## src/rtl/fetch_pkg.sv

```systemverilog
// Shared encodings for the instruction-fetch stage.
package fetch_pkg;

    // Redirect target select from Decode; 2'b11 falls back to the branch target
    localparam logic [1:0] PCT_BRANCH = 2'b00;
    localparam logic [1:0] PCT_REG    = 2'b01;
    localparam logic [1:0] PCT_INDEX  = 2'b10;

    // Bubble instruction: addi x0,x0,0
    localparam logic [31:0] NOP_INSTR = 32'h0000_0013;

    typedef enum logic [1:0] {
        S_REQ  = 2'b00,
        S_HOLD = 2'b01,
        S_KILL = 2'b10
    } fetch_state_t;

endpackage

```

## src/rtl/fetch_if.sv

```systemverilog
// Instruction-memory request/response port between fetch and memory.
interface fetch_if;

    logic        if_mem_req;
    logic [31:0] if_mem_addr;
    logic        mem_if_ready;
    logic [31:0] mem_if_data;

    modport master (
        output if_mem_req,
        output if_mem_addr,
        input  mem_if_ready,
        input  mem_if_data
    );

    modport slave (
        input  if_mem_req,
        input  if_mem_addr,
        output mem_if_ready,
        output mem_if_data
    );

endinterface

```

## src/rtl/pc_target_mux.sv

```systemverilog
// Redirect target select driven by Decode's selpctype.
module pc_target_mux
    import fetch_pkg::*;
(
    input  logic [1:0]  selpctype,
    input  logic [31:0] rega,
    input  logic [31:0] pcimd2ext,
    input  logic [31:0] pcindex,
    output logic [31:0] target
);

    // Pick the redirect target; the unused encoding behaves as a branch
    always_comb begin
        target = pcimd2ext;
        case (selpctype)
            PCT_BRANCH: target = pcimd2ext;
            PCT_REG:    target = rega;
            PCT_INDEX:  target = pcindex;
            default:    target = pcimd2ext;
        endcase
    end

endmodule

```

## src/rtl/fetch_stage.sv

```systemverilog
// Instruction fetch: owns the PC, drives the memory port, feeds Decode.
//
// state  | meaning
// S_REQ  | requesting at pc; deliver fetched word or bubble each cycle
// S_HOLD | fetched word parked in buffer while Decode is stalled
// S_KILL | waiting out a response made stale by a redirect
module fetch_stage #(
    parameter logic [31:0] RESET_PC  = 32'h0000_0000,
    parameter logic [31:0] NOP_INSTR = fetch_pkg::NOP_INSTR
) (
    input  logic          clock,
    input  logic          reset,
    fetch_if.master       mem,
    input  logic          id_if_selpcsource,
    input  logic [1:0]    id_if_selpctype,
    input  logic [31:0]   id_if_rega,
    input  logic [31:0]   id_if_pcimd2ext,
    input  logic [31:0]   id_if_pcindex,
    input  logic          if_stall,
    output logic [31:0]   if_id_instruc,
    output logic [31:0]   if_id_nextpc
);
    import fetch_pkg::*;

    fetch_state_t state;
    logic [31:0]  pc;
    logic [31:0]  buffer;
    logic [31:0]  bufpc;
    logic [31:0]  pending;
    logic         req;

    logic [31:0]  target;
    logic [31:0]  pc_plus4;
    logic [31:0]  kill_target;
    logic         redirect;

    pc_target_mux u_target_mux (
        .selpctype (id_if_selpctype),
        .rega      (id_if_rega),
        .pcimd2ext (id_if_pcimd2ext),
        .pcindex   (id_if_pcindex),
        .target    (target)
    );

    // A stalled Decode re-issues its redirect later, so ignore it while stalled
    assign redirect    = id_if_selpcsource & ~if_stall;
    assign pc_plus4    = pc + 32'd4;
    assign kill_target = redirect ? target : pending;

    assign mem.if_mem_req  = req;
    assign mem.if_mem_addr = pc;

    // Fetch sequencing, PC update and Decode-side output registers
    always_ff @(posedge clock) begin
        if (!reset) begin
            state         <= S_REQ;
            pc            <= RESET_PC;
            req           <= 1'b0;
            buffer        <= 32'd0;
            bufpc         <= 32'd0;
            pending       <= 32'd0;
            if_id_instruc <= NOP_INSTR;
            if_id_nextpc  <= RESET_PC;
        end else begin
            case (state)
                S_REQ: begin
                    if (!req) begin
                        // First cycle out of reset: start requesting
                        req <= 1'b1;
                        if (!if_stall)
                            if_id_instruc <= NOP_INSTR;
                        if (redirect)
                            pc <= target;
                    end else if (mem.mem_if_ready) begin
                        if (if_stall) begin
                            buffer <= mem.mem_if_data;
                            bufpc  <= pc_plus4;
                            req    <= 1'b0;
                            state  <= S_HOLD;
                        end else begin
                            if_id_instruc <= mem.mem_if_data;
                            if_id_nextpc  <= pc_plus4;
                            pc            <= redirect ? target : pc_plus4;
                        end
                    end else if (redirect) begin
                        // Address must stay put, so remember where to go
                        pending       <= target;
                        if_id_instruc <= NOP_INSTR;
                        state         <= S_KILL;
                    end else if (!if_stall) begin
                        if_id_instruc <= NOP_INSTR;
                    end
                end
                S_HOLD: begin
                    if (!if_stall) begin
                        if_id_instruc <= buffer;
                        if_id_nextpc  <= bufpc;
                        pc            <= redirect ? target : bufpc;
                        req           <= 1'b1;
                        state         <= S_REQ;
                    end
                end
                S_KILL: begin
                    if (mem.mem_if_ready) begin
                        pc    <= kill_target;
                        state <= S_REQ;
                    end else if (redirect) begin
                        pending <= target;
                    end
                    if (!if_stall)
                        if_id_instruc <= NOP_INSTR;
                end
                default: begin
                    state <= S_REQ;
                    req   <= 1'b0;
                end
            endcase
        end
    end

endmodule

```

## src/flat_wrapper.sv

```systemverilog
// flat-port wrapper written by rule: the top's interface ports become plain ports
module fetch_stage_flat import fetch_pkg::*;
#(
    parameter logic [31:0] RESET_PC  = 32'h0000_0000,
    parameter logic [31:0] NOP_INSTR = fetch_pkg::NOP_INSTR
)
  (clock, reset, id_if_selpcsource, id_if_selpctype, id_if_rega, id_if_pcimd2ext, id_if_pcindex, if_stall, if_id_instruc, if_id_nextpc, mem_if_mem_req, mem_if_mem_addr, mem_mem_if_ready, mem_mem_if_data);
  fetch_if mem_i ();
  input  logic clock;
  input  logic reset;
  input  logic id_if_selpcsource;
  input  logic [1:0] id_if_selpctype;
  input  logic [31:0] id_if_rega;
  input  logic [31:0] id_if_pcimd2ext;
  input  logic [31:0] id_if_pcindex;
  input  logic if_stall;
  output logic [31:0] if_id_instruc;
  output logic [31:0] if_id_nextpc;
  output wire logic [$bits(mem_i.if_mem_req)-1:0] mem_if_mem_req;
  output wire logic [$bits(mem_i.if_mem_addr)-1:0] mem_if_mem_addr;
  input wire logic [$bits(mem_i.mem_if_ready)-1:0] mem_mem_if_ready;
  input wire logic [$bits(mem_i.mem_if_data)-1:0] mem_mem_if_data;
  assign mem_if_mem_req = mem_i.if_mem_req;
  assign mem_if_mem_addr = mem_i.if_mem_addr;
  assign mem_i.mem_if_ready = mem_mem_if_ready;
  assign mem_i.mem_if_data = mem_mem_if_data;
  fetch_stage #(.RESET_PC(RESET_PC), .NOP_INSTR(NOP_INSTR)) u_core (.clock(clock), .reset(reset), .mem(mem_i), .id_if_selpcsource(id_if_selpcsource), .id_if_selpctype(id_if_selpctype), .id_if_rega(id_if_rega), .id_if_pcimd2ext(id_if_pcimd2ext), .id_if_pcindex(id_if_pcindex), .if_stall(if_stall), .if_id_instruc(if_id_instruc), .if_id_nextpc(if_id_nextpc));
endmodule
```

## config.mk

```make
export PLATFORM = sky130hd
export DESIGN_NAME = fetch_stage_flat
export DESIGN_NICKNAME = d
export VERILOG_FILES = /design/src/rtl/fetch_pkg.sv /design/src/rtl/fetch_if.sv /design/src/rtl/pc_target_mux.sv /design/src/rtl/fetch_stage.sv /design/src/flat_wrapper.sv
export SDC_FILE = /design/constraint.sdc
export NUM_CORES = 1
export LEC_CHECK = 0
export CAP_MARGIN = 20
export CORE_MARGIN = 2
export CORE_UTILIZATION = 30
export DETAILED_ROUTE_END_ITERATION = 12
export GPL_TIMING_DRIVEN = 0
export SETUP_SLACK_MARGIN = 0.02
export SLEW_MARGIN = 15
export SYNTH_ARGS = -nofsm -noshare
export SYNTH_HDL_FRONTEND = slang
export SYNTH_SLANG_ARGS = --single-unit
```

## constraint.sdc

```tcl
create_clock -name clock -period 4 [get_ports clock]
set_input_delay 0.8 -clock clock [delete_from_list [all_inputs] [get_ports clock]]
set_output_delay 0.8 -clock clock [all_outputs]
set_load 0.03 [all_outputs]
```

==> tab_implementation.tex <==
\begin{tabular}{lr}
\hline
Metric & Value \\
\hline
\multicolumn{2}{l}{\textbf{Synthesis}} \\
Number of nets in the synthesized netlist & roughly 1,500 \\
Ranking of synthesized cells by instance count & nand2\_1 (240), dfxtp\_1 (195), a21oi\_1 (147), clkbuf\_1 (99), nor2\_1 (89) \\
Commonest register cell after synthesis & dfxtp\_1 \\
Leading post-synthesis cells by cell area & dfxtp\_1 (39\%), nand2\_1 (8.9\%), a21oi\_1 (7.3\%) \\
Post-Synthesis Cells & 1,314 \\
Sequential-to-total area share from yosys stat & 0.386 \\
Share of Yosys cell area claimed by the top area cell type & 0.386 \\
Number of synthesized register bits & $\sim$200 \\
Area leader, netlist & dfxtp\_1 \\
Total number of yosys warnings & 0 \\
Async S/R FF share, synth & 0 \\
Cell variety after synth & between 70 and 80 \\
EDFF count, synth & 0 \\
Avg Cell Area, Syn & $\sim$7.7 um\^{}2 \\
Most repeated cell in the gate-level netlist after synthesis & nand2\_1 \\
Summed instance area of the synthesized netlist & approximately 10,000 um\^{}2 \\
\multicolumn{2}{l}{\textbf{Clocking}} \\
Buffer type at the clock tree root & clkbuf\_16 \\
Post-cts sizing count & 0 \\
TritonCTS clock tree & done \\
Total of hold buffers inserted after clock tree synthesis & 0 \\
CTS sink count & 195 \\
Worst-path clk slew & 0.08 ns \\
TritonCTS Buffers & 17 \\
Buffers inserted by post-CTS timing repair & 0 \\
CTS Buffer Depth & 2 \\
Clk Latency, worst-skew pair & between 0.4 and 0.5 ns \\
Maximum level of the CTS H-tree & 4 \\
\multicolumn{2}{l}{\textbf{GRT}} \\
Number of antenna violations at the first check in global routing & 1 \\
Vias in the first global route & approximately 11,000 \\
Wire length of the first global-routing pass & 64,800 um \\
Global route total overflow & 0 \\
Maximum number of pins on one net before global-route repair & 20 \\
Global-route usage over all layers & 0.241 \\
\multicolumn{2}{l}{\textbf{STA}} \\
Final setup TNS & 0 ns \\
Final setup skew & 0.0157 ns \\
Worst rel slew slack & 0.278 \\
Share of the cycle needed by the critical path after routing & 0.842 \\
Number of endpoints with negative hold slack in the final report & 0 \\
Final critical delay including setup and external delays & about 3.4 ns \\
Unrepaired setup endpoints after global routing & false \\
Number of pins with negative max-slew slack in the final report & 0 \\
Number of endpoints failing setup at the final stage & 0 \\
Pin slew with the least headroom to its limit & between 1 and 1.5 ns \\
Fmax achieved & approximately 0.30 GHz \\
\multicolumn{2}{l}{\textbf{Placement}} \\
RD Place Congestion & around 0.94 \\
Number of placed instances, taps included & around 2,000 \\
Buffers added on ports & 231 \\
Total half-perimeter wirelength after legalization and detailed placement & 33,500 um \\
\multicolumn{2}{l}{\textbf{Worst setup path}} \\
Arrival time reported for the critical path endpoint & between 3 and 4 ns \\
Length in cells of the worst reg-to-reg path & 8 \\
FF-to-FF End & u\_core.mem.if\_mem\_addr[17] \\
Path type of the worst setup path & input pin to flip-flop \\
Crit path launch & if\_stall \\
Maximum fanout count along the critical path & 10 \\
Worst path required time & 4.38 ns \\
CP Capture Type & flip-flop \\
R2R Setup Slk & about 0.90 ns \\
Startpoint type of the worst setup path & input pin \\
Startpoint of the worst register-to-register path & u\_core.state[0] \\
\multicolumn{2}{l}{\textbf{Pwr}} \\
Relative contribution of sequential cells to total power & 0.329 \\
Switch share & 0.450 \\
Fraction of power consumed by the clock network & 0.225 \\
P\_leak & 0.00455 uW \\
Cell-internal power & between 4000 and 5000 uW \\
Power density over the cells & 588 nW/um\^{}2 \\
Peak supply drop & $\sim$0.35 mV \\
Reported net switching power & between 3000 and 4000 uW \\
Combinational share of power & 0.446 \\
\multicolumn{2}{l}{\textbf{Cells and area}} \\
Share of layout cells above drive strength 1 & 0.0450 \\
Count of antenna diodes in the layout & 0 \\
Fill count & about 3,500 \\
Layout Nets & between 1,500 and 2,000 \\
Layout Cells excl Fill & a little over 2,000 \\
Signed area change from the synthesized netlist to the final layout & 34.3\% \\
\multicolumn{2}{l}{\textbf{Hold path}} \\
Hold path cells & 2 \\
Launch instance of the worst min-delay path & u\_core.if\_id\_nextpc[8] \\
Worst Hold Path EP & u\_core.if\_id\_nextpc[8] \\
Path category of the worst min-delay check & flip-flop to flip-flop \\
\multicolumn{2}{l}{\textbf{Floorplan}} \\
Initial Utilization & 0.303 \\
Total Die Area & roughly 35,000 um\^{}2 \\
Die Width & roughly 190 um \\
Overall die height & roughly 190 um \\
Core area & about 33,000 um\^{}2 \\
Total number of placement rows & 67 \\
Count of boundary I/O pins & approximately 230 \\
\multicolumn{2}{l}{\textbf{Routing}} \\
Drc violations & 0 \\
Iteration-0 DRC Markers & around 1,100 \\
Final antenna-violating net count & 0 \\
Via density per instance & between 5 and 6 \\
Met1 wire length & 17,800 um \\
Count of vias placed by the detailed router & roughly 11,000 \\
Aggregate routed wire length & $\sim$43,000 um \\
Detailed-route wire length per cell & about 21 um \\
Wire length on met2 & 20,100 um \\
Uppermost routed layer & met5 \\
Number of detailed-route iterations in the first pass & 6 \\
Total met3 wirelength after detailed routing & between 3000 and 4000 um \\
\multicolumn{2}{l}{\textbf{Outcome}} \\
Result of the run & completed \\
\multicolumn{2}{l}{\textbf{Flow run}} \\
Count of maximum capacitance violations & 0 \\
\hline
\end{tabular}
[logic make-up after synthesis]
kind of cell / after synthesis / synth area share
and+or+nand+nor: 480 / 0.219
DFF: 195 / 0.386
muxes: 13 / 0.0134
AOI/OAI and AO/OA: 459 / 0.300
xor gates and xnor gates: 22 / 0.0190
buffers and inverters: 138 / 0.0542
adders and majority gates: 7 / 0.00866
[critical path: stages]
cell and delay, ns:
clkdlybuf4s50_1 0.60, nor2b_1 0.08, clkbuf_1 0.26, nor2_1 0.90, clkbuf_1 0.58, o21ai_0 0.32
a31oi_1 0.22
[placed cells by master, fill, tap and decap left out, types with 7 or more instances in the layout]
| cell | Yosys | layout |
|---|---|---|
| o21ai_0 | 75 | 75 |
| xnor2_1 | 16 | 16 |
| buf_2 | 17 | 17 |
| nor4_1 | 7 | 7 |
| nand3_1 | 28 | 28 |
| a211oi_1 | 14 | 14 |
| o22ai_1 | 10 | 10 |
| clkbuf_16 | 0 | 17 |
| a32oi_1 | 10 | 10 |
| nand2b_1 | 21 | 21 |
| nor3_1 | 27 | 27 |
| nand4_1 | 9 | 9 |
| a22o_1 | 44 | 44 |
| inv_1 | 12 | 12 |
| and4_1 | 7 | 7 |
| dfxtp_1 | 195 | 195 |
| nand2_1 | 240 | 240 |
| and2_1 | 7 | 7 |
| mux2i_1 | 9 | 9 |
| and3_1 | 16 | 16 |
| a22oi_1 | 68 | 68 |
| a21oi_1 | 147 | 147 |
| nor2_1 | 89 | 89 |
| ha_1 | 7 | 7 |
| a221o_1 | 8 | 8 |
| o21a_1 | 9 | 9 |
| clkbuf_1 | 99 | 100 |
| o31a_1 | 7 | 7 |
| clkdlybuf4s50_1 | 0 | 231 |
| a31oi_1 | 7 | 7 |
| o211ai_1 | 12 | 12 |
[area by class of cell]
type	instances	area (um^2)	area share
Tap cell	448	561	0.0413
Sequential cell	195	3900	0.287
Inverter	13	48.8	0.00359
Buffer	125	499	0.0367
Multi-Input combinational cell	981	5660	0.417
Clock inverter	14	168	0.0123
Clock buffer	18	429	0.0316
Timing Repair Buffer	231	2310	0.170
[power by group through the flow]
stage	logic [uW]	clock network [uW]	registers, uW
2_1_floorplan	1810	0	2850
3_3_place_gp	3490	0	2660
3_5_place_dp	3510	0	2660
4_1_cts	3530	1810	2610
5_1_grt	3830	1880	2650
6_report	3570	1790	2630
[through the flow]
stage | total power, uW | cell area (um^2) | hold slack [ns] | utilization | setup WS (ns)
floorplan | 4660 | 10100 | 0.432 | - | 1.43
global placement | 6150 | 13000 | 0.442 | 0.389 | 0.316
detailed placement | 6170 | 13000 | 0.446 | 0.389 | 0.311
CTS | 7950 | 13600 | 0.457 | 0.407 | 0.763
global route | 8370 | 13600 | 0.468 | 0.407 | 0.515
finish | 7990 | 13600 | 0.455 | 0.407 | 0.634
[metal layers]
metal | global-route usage | up-vias
li1 | - | 5265
met1 | 0.293 | 5290
met2 | 0.398 | 426
met3 | 0.0595 | 82
met4 | 0.114 | 2
met5 | 0 | -
[worst max path at each step]
stage | end | cells past startpoint
5_1_grt | u_core.mem.if_mem_addr[14] | 11
4_1_cts | u_core.mem.if_mem_addr[14] | 11
3_3_place_gp | u_core.mem.if_mem_addr[23] | 10
6_report | u_core.mem.if_mem_addr[17] | 7
2_1_floorplan | u_core.mem.if_mem_addr[27] | 9
3_5_place_dp | u_core.mem.if_mem_addr[14] | 11
[flip-flops by register name, indices dropped and copies added, names as in the netlist]
name and cells:
u_core.mem.if_mem_req 1, u_core.buffer 32, u_core.mem.if_mem_addr 32, u_core.state 2, u_core.if_id_instruc 32, u_core.pending 32, u_core.if_id_nextpc 32, u_core.bufpc 32
Power figures use the tool's default switching activity.
